**src/rtl/jtag_reg_access_ctrl.sv**
```systemverilog
// ============================================================================
// jtag_reg_access_ctrl
// ----------------------------------------------------------------------------
// Purpose:
//    Moves JTAG-initiated register reads and writes into the system clock
//    domain. Capture-DR and Update-DR events from the TAP arrive in the tck
//    domain. Each one is synchronized into clk and turned into a single
//    req/ack transaction on the on-chip register bus. Read data is returned
//    on trcal_in_o, which is the parallel load value of the JTAG shift
//    register. One address (DEBUG_ADDR) is answered locally with a fixed
//    pattern, so the JTAG path can be checked without touching the bus.
//
// Ports:
//    clk           system clock
//    rst_n         asynchronous active-low reset
//    capture_dr_i  TAP capture_dr (tck domain)
//    update_dr_i   TAP update_dr (tck domain)
//    extest_sel_i  EXTEST instruction selected (tck domain)
//    tcr_i         control register: [CONRLEN-1 -: 8] address, [CONRLEN-9] write
//    trcal_out_i   data shifted in over JTAG, used as write data
//    trcal_in_o    parallel load value for the JTAG shift register
//    reg_req_o     bus request, held until ack or timeout
//    reg_we_o      1 = write, 0 = read
//    reg_addr_o    bus address
//    reg_wdata_o   bus write data
//    reg_rdata_i   bus read data, valid with reg_ack_i
//    reg_ack_i     single-cycle completion strobe
//    busy_o        transaction in flight (request or turnaround cycle)
//    timeout_o     sticky: a request expired without ack
//    overrun_o     sticky: a JTAG event was dropped
//    clr_flags_i   synchronous clear of timeout_o and overrun_o
// ============================================================================
`timescale 1ns/1ps

module jtag_reg_access_ctrl #(
   parameter int         CONRLEN     = 32,
   parameter int         TRCAL_SIZE  = 32,
   parameter int         ACK_TIMEOUT = 255,
   parameter logic [7:0] DEBUG_ADDR  = 8'h0F
) (
   input  logic                  clk,
   input  logic                  rst_n,
   input  logic                  capture_dr_i,
   input  logic                  update_dr_i,
   input  logic                  extest_sel_i,
   input  logic [CONRLEN-1:0]    tcr_i,
   input  logic [TRCAL_SIZE-1:0] trcal_out_i,
   output logic [TRCAL_SIZE-1:0] trcal_in_o,
   output logic                  reg_req_o,
   output logic                  reg_we_o,
   output logic [7:0]            reg_addr_o,
   output logic [TRCAL_SIZE-1:0] reg_wdata_o,
   input  logic [TRCAL_SIZE-1:0] reg_rdata_i,
   input  logic                  reg_ack_i,
   output logic                  busy_o,
   output logic                  timeout_o,
   output logic                  overrun_o,
   input  logic                  clr_flags_i
);

   typedef enum logic [1:0] {
      IDLE   = 2'd0,
      RD_REQ = 2'd1,
      WR_REQ = 2'd2,
      DONE   = 2'd3
   } state_t;

   localparam logic [31:0] DEBUG_WORD   = 32'hDEAD_BEEF;
   localparam logic [15:0] TIMEOUT_LAST = 16'(ACK_TIMEOUT - 1);

   // Synchronizer stages plus one history flop per strobe for edge detection
   logic cap_s1, cap_s2, cap_d;
   logic upd_s1, upd_s2, upd_d;
   logic ext_s1, ext_s2;

   logic cap_valid;
   logic upd_valid;

   logic [7:0] tcr_addr;
   logic       tcr_wr;
   logic       unused_tcr;

   logic [TRCAL_SIZE-1:0] debug_pattern;

   state_t                state, state_nxt;
   logic [15:0]           cnt, cnt_nxt;
   logic [TRCAL_SIZE-1:0] trcal_nxt;
   logic [7:0]            addr_nxt;
   logic                  we_nxt;
   logic [TRCAL_SIZE-1:0] wdata_nxt;
   logic                  timeout_set;
   logic                  overrun_set;

   // The three TAP signals come from the tck domain. Each one gets a plain
   // two-flop synchronizer. The third flop on capture/update holds the
   // previous synchronized value, so a rising edge shows up as a one-cycle
   // strobe. An input that rises just before edge 1 is seen in s1 after
   // edge 1 and in s2 after edge 2, and the FSM acts on it at edge 3.
   always_ff @(posedge clk or negedge rst_n) begin
      if (!rst_n) begin
         cap_s1 <= 1'b0;
         cap_s2 <= 1'b0;
         cap_d  <= 1'b0;
         upd_s1 <= 1'b0;
         upd_s2 <= 1'b0;
         upd_d  <= 1'b0;
         ext_s1 <= 1'b0;
         ext_s2 <= 1'b0;
      end else begin
         cap_s1 <= capture_dr_i;
         cap_s2 <= cap_s1;
         cap_d  <= cap_s2;
         upd_s1 <= update_dr_i;
         upd_s2 <= upd_s1;
         upd_d  <= upd_s2;
         ext_s1 <= extest_sel_i;
         ext_s2 <= ext_s1;
      end
   end

   // Events count only while EXTEST is selected. Otherwise the TAP is busy
   // with some other instruction, and its DR traffic is not meant for us.
   assign cap_valid = cap_s2 & ~cap_d & ext_s2;
   assign upd_valid = upd_s2 & ~upd_d & ext_s2;

   // tcr_i is quasi-static around Update-DR, so it is sampled directly
   // without a synchronizer. Only the address byte and write bit are used.
   assign tcr_addr = tcr_i[CONRLEN-1 -: 8];
   assign tcr_wr   = tcr_i[CONRLEN-9];

   generate
      if (CONRLEN > 9) begin : g_tcr_spare
         assign unused_tcr = ^tcr_i[CONRLEN-10:0];
      end else begin : g_tcr_none
         assign unused_tcr = 1'b0;
      end
   endgenerate

   // The debug answer is 32'hDEAD_BEEF repeated from bit 0 upward.
   // This truncates it for narrow data paths and tiles it for wide ones.
   always_comb begin
      debug_pattern = '0;
      for (int i = 0; i < TRCAL_SIZE; i++) begin
         debug_pattern[i] = DEBUG_WORD[i[4:0]];
      end
   end

   // Next-state logic for the transaction FSM.
   // In IDLE, events are decoded. If capture and update arrive together,
   // update wins and the capture is reported as dropped.
   // In the request states, the FSM waits for ack or counts toward the
   // timeout. An ack in the expiry cycle still counts as success.
   // DONE gives one cycle of bus turnaround.
   // Any event outside IDLE is dropped and flagged.
   always_comb begin
      state_nxt   = state;
      cnt_nxt     = cnt;
      trcal_nxt   = trcal_in_o;
      addr_nxt    = reg_addr_o;
      we_nxt      = reg_we_o;
      wdata_nxt   = reg_wdata_o;
      timeout_set = 1'b0;
      overrun_set = 1'b0;

      case (state)
         IDLE: begin
            if (upd_valid) begin
               if (cap_valid) begin
                  overrun_set = 1'b1;
               end
               if (tcr_wr && (tcr_addr != DEBUG_ADDR)) begin
                  state_nxt = WR_REQ;
                  addr_nxt  = tcr_addr;
                  wdata_nxt = trcal_out_i;
                  we_nxt    = 1'b1;
                  cnt_nxt   = '0;
               end
            end else if (cap_valid) begin
               if (tcr_addr == DEBUG_ADDR) begin
                  trcal_nxt = debug_pattern;
               end else begin
                  state_nxt = RD_REQ;
                  addr_nxt  = tcr_addr;
                  we_nxt    = 1'b0;
                  cnt_nxt   = '0;
               end
            end
         end

         RD_REQ, WR_REQ: begin
            if (cap_valid || upd_valid) begin
               overrun_set = 1'b1;
            end
            if (reg_ack_i) begin
               if (state == RD_REQ) begin
                  trcal_nxt = reg_rdata_i;
               end
               state_nxt = DONE;
            end else if (cnt == TIMEOUT_LAST) begin
               timeout_set = 1'b1;
               if (state == RD_REQ) begin
                  trcal_nxt = '0;
               end
               state_nxt = DONE;
            end else begin
               cnt_nxt = cnt + 16'd1;
            end
         end

         DONE: begin
            if (cap_valid || upd_valid) begin
               overrun_set = 1'b1;
            end
            state_nxt = IDLE;
         end

         default: begin
            state_nxt = IDLE;
         end
      endcase
   end

   // State register and the held bus fields.
   // Address, write data and we only change when a transaction starts.
   // That keeps them stable for the whole request phase.
   always_ff @(posedge clk or negedge rst_n) begin
      if (!rst_n) begin
         state       <= IDLE;
         cnt         <= '0;
         trcal_in_o  <= '0;
         reg_addr_o  <= '0;
         reg_we_o    <= 1'b0;
         reg_wdata_o <= '0;
      end else begin
         state       <= state_nxt;
         cnt         <= cnt_nxt;
         trcal_in_o  <= trcal_nxt;
         reg_addr_o  <= addr_nxt;
         reg_we_o    <= we_nxt;
         reg_wdata_o <= wdata_nxt;
      end
   end

   // Sticky status flags. A set in the same cycle as a clear wins, so an
   // event is never lost to a badly timed clear.
   always_ff @(posedge clk or negedge rst_n) begin
      if (!rst_n) begin
         timeout_o <= 1'b0;
         overrun_o <= 1'b0;
      end else begin
         if (timeout_set) begin
            timeout_o <= 1'b1;
         end else if (clr_flags_i) begin
            timeout_o <= 1'b0;
         end
         if (overrun_set) begin
            overrun_o <= 1'b1;
         end else if (clr_flags_i) begin
            overrun_o <= 1'b0;
         end
      end
   end

   assign reg_req_o = (state == RD_REQ) || (state == WR_REQ);
   assign busy_o    = (state != IDLE);

endmodule

```
**config.mk**
```make
export PLATFORM = sky130hd
export DESIGN_NAME = jtag_reg_access_ctrl
export DESIGN_NICKNAME = d
export VERILOG_FILES = /design/src/rtl/jtag_reg_access_ctrl.sv
export SDC_FILE = /design/constraint.sdc
export NUM_CORES = 1
export LEC_CHECK = 0
export ABC_AREA = 0
export BUFFER_PORTS_ARGS = -buffer_cell sky130_fd_sc_hd__buf_2
export CAP_MARGIN = 20
export CORE_MARGIN = 5
export CORE_UTILIZATION = 48
export CTS_CLUSTER_DIAMETER = 150
export DETAILED_ROUTE_END_ITERATION = 10
export PLACE_DENSITY = 0.8
export SLEW_MARGIN = 25
export SYNTH_ARGS = -nofsm -noshare
export SYNTH_HDL_FRONTEND = slang
export SYNTH_SLANG_ARGS = --single-unit
export TNS_END_PERCENT = 10
```
**constraint.sdc**
```tcl
create_clock -name clk -period 2.65 [get_ports clk]
set_input_delay 0.265 -clock clk [delete_from_list [all_inputs] [get_ports clk]]
set_output_delay 0.265 -clock clk [all_outputs]
set_load 0.005 [all_outputs]
```
== Word-level counts from Yosys, hierarchy flattened ==
Index checks and enable logic that the tools add are counted.

* Muxes and demuxes: 40
* Reductions and logical operators: 16
* Bitwise logic cells: 6
* Add/subtract/negate cells: 1
* Equality and inequality tests: 18

{| class="wikitable"
|+ Operators with widths
! kind !! number
|-
| $mux W32 || 7
|-
| $mux W16 || 6
|-
| $pmux W32 S2 || 1
|-
| $mux W8 || 4
|-
| $pmux W16 S2 || 1
|-
| $add A16 B1 Y16 const B || 1
|-
| $eq A16 B8 Y1 const B || 1
|-
| $ne A2 B2 Y1 const B || 7
|-
| $mux W1 || 13
|-
| $mux W2 || 6
|-
| $ne A3 B3 Y1 const B || 4
|-
| $reduce_and A6 Y1 || 2
|-
| $reduce_bool A2 Y1 || 5
|-
| $eq A8 B4 Y1 const B || 1
|-
| $ne A8 B4 Y1 const B || 1
|-
| $reduce_and A4 Y1 || 2
|-
| $pmux W2 S3 || 1
|-
| $and A1 B1 Y1 || 4
|-
| $eq A2 B2 Y1 const B || 2
|-
| $reduce_and A3 Y1 || 1
|-
| $reduce_or A3 Y1 || 1
|-
| $eq A2 B1 Y1 const B || 1
|-
| $logic_not A2 Y1 || 1
|-
| $logic_or A1 B1 Y1 || 2
|-
| other kinds (5) || 6
|}

* Word-level logic and storage cells: 97
* Register bits after elaboration: 101

== Longest topological paths before layout ==
* Depth after elaboration: 7
* Depth in mapped cells: 10
* Mapped depth without buffers: 7

== Worst setup path before layout ==
No wires, ideal clock.

* Path type: reg2reg
* Start point: reg cnt[0]
* End point: reg trcal_in_o[14]
* Clock period less this slack: 2.208 ns
* Slack: 0.442 ns
* Setup time: 0.121 ns
* Stages on the path, launching flop included: 8
* Arrival: 2.087 ns
* Path buffers: 0
* Path through: dfrtp_1 -> inv_1 -> ha_1 -> or4b_4 -> or3_4 -> or2_4 -> a21o_4 -> a22o_1

* Longest elaborated chain between the ends: 3

{| class="wikitable"
|+ Ends and longest elaborated chain
! what !! line !! RTL
|-
| from (decl) || 86 || <nowiki>logic [15:0] cnt, cnt_nxt;</nowiki>
|-
| from (signal assigned) || 236 || <nowiki>cnt <= cnt_nxt;</nowiki>
|-
| $eq A16 B8 Y1 || 199 || <nowiki>end else if (cnt == TIMEOUT_LAST) begin</nowiki>
|-
| $ne A3 B3 Y1 (no source line) || -- ||
|-
| $reduce_and A6 Y1 (no source line) || -- ||
|-
| to (signal assigned) || 237 || <nowiki>trcal_in_o <= trcal_nxt;</nowiki>
|-
| to (decl) || 48 || <nowiki>output logic [TRCAL_SIZE-1:0] trcal_in_o,</nowiki>
|}

No other way between the ends.
A chain may end at the register's enable or synchronous reset.

== Final worst setup path ==
* Start point: reg cnt[0]
* End point: reg trcal_in_o[22]

The elaborated chain is that of the path after synthesis.

==> reports/results.txt <==
outcome = finished clean
final setup vio count = 0
slowest CP cell = dfrtp_1
Core Area = 9109 um2
Synth area leaders = dfrtp_1 57%, mux2_2 10%, a21o_1 4.2%
Final Cycle Share = 0.8887
vias in the first global route = 3817
syn nets = 487
root buf cell = clkbuf_8
Post-CTS Setup Inserts = 0
Register Area = 2527 um2
GPL Wtd Cong = 0.7977
Initial Utilization = 0.4870
Final Core Density = 0.6110
relative slew slack = 0.4036
min Tclk post-route = 2.355 ns
Yosys warning total = 0
drt drc = 0
top_reg_cell synth = dfrtp_1
setup tns final = 0 ns
class of the worst hold path = in2reg
worst hold path cell count = 2
wire length on met2 = 5.554 mm
top sig layer = met4
leakage dissipation = 2.817 nW
Req. time, crit path = 2.90 ns
CP Data Arrival Time = 2.60 ns
final wirelength = 11.01 mm
clk buf depth = 2
top cell type's share of synthesized area = 0.5698
placed cell area = 5336 um2
Die Span Y = 106.1 um
io pins = 180
f_max = 0.4246 GHz
number of buffers created by CTS = 9
Synth cell types = 53
Worst Setup Path Type = reg2reg
DRT iter0 DRCs = 195
WL per Instance = 16.83 um
router iterations before antenna repair = 4
Crit Reg-Reg Endpoint = trcal_in_o[22]$_DFFE_PN0P_
Setup crit start kind = flop
Max Slew Vio Count = 0
IR drop worst, VDD = 597.5 uV
Post-Syn Area = 4436 um2
Fill cells = 756
area of the multi-input gates = 1765 um2
max incr delay on CP = 0.45 ns
clock latency on the worst-skew pair = 0.37 ns
Max Fanout on Critical Path = 8
Cell Chain, Critical Path = inv_1, ha_1, or4b_4, or3_4, or2_4, a21o_4, a22o_1
H-Tree Depth = 3
final hold violation count = 0
P per Cell Area = 1111 nW/um2
Gates resized, CTS repair = 0
Worst Hold Path EP = reg_wdata_o[7]$_DFFE_PN0P_
max cap viols = 0
Critical R2R Launch = cnt[0]$_DFFE_PN0P_
RSZ-0062 raised after global routing = no
Post-synth EDFFs = 0
Pwr Total = 6.185 mW
r2r setup slk = 0.29 ns
global-route usage over all layers = 0.1988
Gate Count Post-Synth = 379
antenna cells = 0
port buffer count = 156
Finished Cell Area = 5565 um2
post-DP HPWL = 8.194 mm
CTS tree = yes
met3 wire len = 946 um
Vias = 3578
Final Skew = 0.01809 ns
aggregate global routing overflow = 0
final setup margin = 0.2948 ns
initial antenna violation count = 0
largest net degree at the start of global routing = 56
fin nets = 647
Chip Width = 106.1 um
hold_sp = trcal_out_i[7]
Seq/Total Area, Yosys = 0.5698
cells on worst reg2reg path = 7
DP Worst Slack = 0.3059 ns
worst slew pin tran = 0.8864 ns
Crit. End Element = flop
share of cells above drive strength 1 = 0.4199
DRT antenna net count = 0
Area growth, synth to finish = 25.47%
Die Area = 11260 um2
Avg Cell Area, Syn = 11.70 um2
area leader, netlist = dfrtp_1
first-pass GRT wire length = 18.04 mm
Vias/cell = 5.471
ys async rst share = 1.000
# hold bufs at CTS = 4
Crit path max-delay family = simple AND/OR/NAND/NOR gates
clock sink total = 101
#FFs+latches synth = 101
Site Rows = 35
met1 wire length = 4.297 mm
CTS clk-pin slew, worst paths = 0.10 ns
CP bufs+invs = 1
## per-layer routing
layer,track usage,vias up
li1,-,1690
met1,0.2352,1738
met2,0.3380,133
met3,0.07043,17
met4,0.06383,0
met5,0,-
## state kept, by name, summed over array words and instances (netlist names)
signal       count
cap_s2           1
reg_we_o         1
trcal_in_o      32
cnt             16
ext_s1           1
upd_s2           1
reg_wdata_o     32
upd_s1           1
state            2
overrun_o        1
reg_addr_o       8
ext_s2           1
cap_d            1
cap_s1           1
timeout_o        1
upd_d            1
## layout make-up
| cell class | instances | share of cell area |
|---|---|---|
| Timing Repair Buffer | 169 | 0.1623 |
| Multi-Input combinational cell | 247 | 0.3172 |
| Tap cell | 111 | 0.02495 |
| Clock buffer | 10 | 0.02293 |
| Clock inverter | 5 | 0.01102 |
| Inverter | 11 | 0.007419 |
| Sequential cell | 101 | 0.4541 |
## cell usage after synthesis, types with 2 or more instances
master / n
o31ai_1: 5
a22o_1: 8
o21ai_0: 15
ha_1: 5
o41ai_1: 2
mux2_2: 41
nor2b_1: 2
nand2_1: 38
nand3b_1: 2
clkbuf_1: 14
a21o_1: 25
inv_1: 10
and3_1: 4
nand3_1: 11
a21oi_1: 28
a31oi_1: 3
and2_1: 4
nor4_1: 5
a221o_1: 2
or4_1: 3
buf_2: 3
dfrtp_1: 101
nand4_1: 6
nand2b_1: 3
nor2_1: 5
o21a_1: 4
buf_6: 3
and3b_1: 2
## per-stage QoR
step | hold slack [ns] | instances
finish | 0.1226 | 654
floorplan | -0.03059 | 379
global route | 0.1058 | 654
global placement | 0.3095 | 635
detailed placement | 0.3177 | 635
CTS | 0.1103 | 654
## power breakdown
group / total, mW / leakage (nW) / switching, mW / internal (mW)
Sequential: 2.46 / 1.25 / 0.328 / 2.13
Clock: 0.971 / 0.0850 / 0.535 / 0.436
Combinational: 2.76 / 1.49 / 1.43 / 1.33
## cells in the final DEF (no fill, tap or decap), types with 6 or more instances in the layout
| cell type | count |
|---|---|
| clkbuf_8 | 9 |
| nand2_1 | 38 |
| a21o_1 | 25 |
| nand4_1 | 6 |
| a22o_1 | 8 |
| dfrtp_1 | 101 |
| nand3_1 | 11 |
| o21ai_0 | 15 |
| buf_2 | 155 |
| inv_1 | 10 |
| a21oi_1 | 28 |
| mux2_2 | 41 |
| buf_4 | 9 |
## cells by family (layout without fill, tap and decap cells)
| logic type | count (synthesis) | in the layout | share of synthesized area |
|---|---|---|---|
| buf+inv | 31 | 195 | 0.03216 |
| mux | 42 | 42 | 0.1063 |
| fa+ha+maj | 6 | 6 | 0.01636 |
| flops | 101 | 101 | 0.5698 |
| simple gates | 94 | 94 | 0.1134 |
| compound gates | 105 | 105 | 0.1619 |
## worst max-delay path by stage
stage | start | end | slack (ns) | cells past startpoint
final | cnt[0]$_DFFE_PN0P_ | trcal_in_o[22]$_DFFE_PN0P_ | 0.29 | 7
after CTS | cnt[0]$_DFFE_PN0P_ | trcal_in_o[22]$_DFFE_PN0P_ | 0.28 | 7
after global routing | cnt[0]$_DFFE_PN0P_ | state[0]$_DFFE_PN0P_ | 0.18 | 7
after floorplan | cnt[0]$_DFFE_PN0P_ | trcal_in_o[14]$_DFFE_PN0P_ | 0.44 | 7
after detailed placement | cnt[0]$_DFFE_PN0P_ | trcal_in_o[14]$_DFFE_PN0P_ | 0.31 | 7
after global placement | cnt[0]$_DFFE_PN0P_ | trcal_in_o[24]$_DFFE_PN0P_ | 0.34 | 7
No activity file was read; power rests on OpenSTA's default activity.
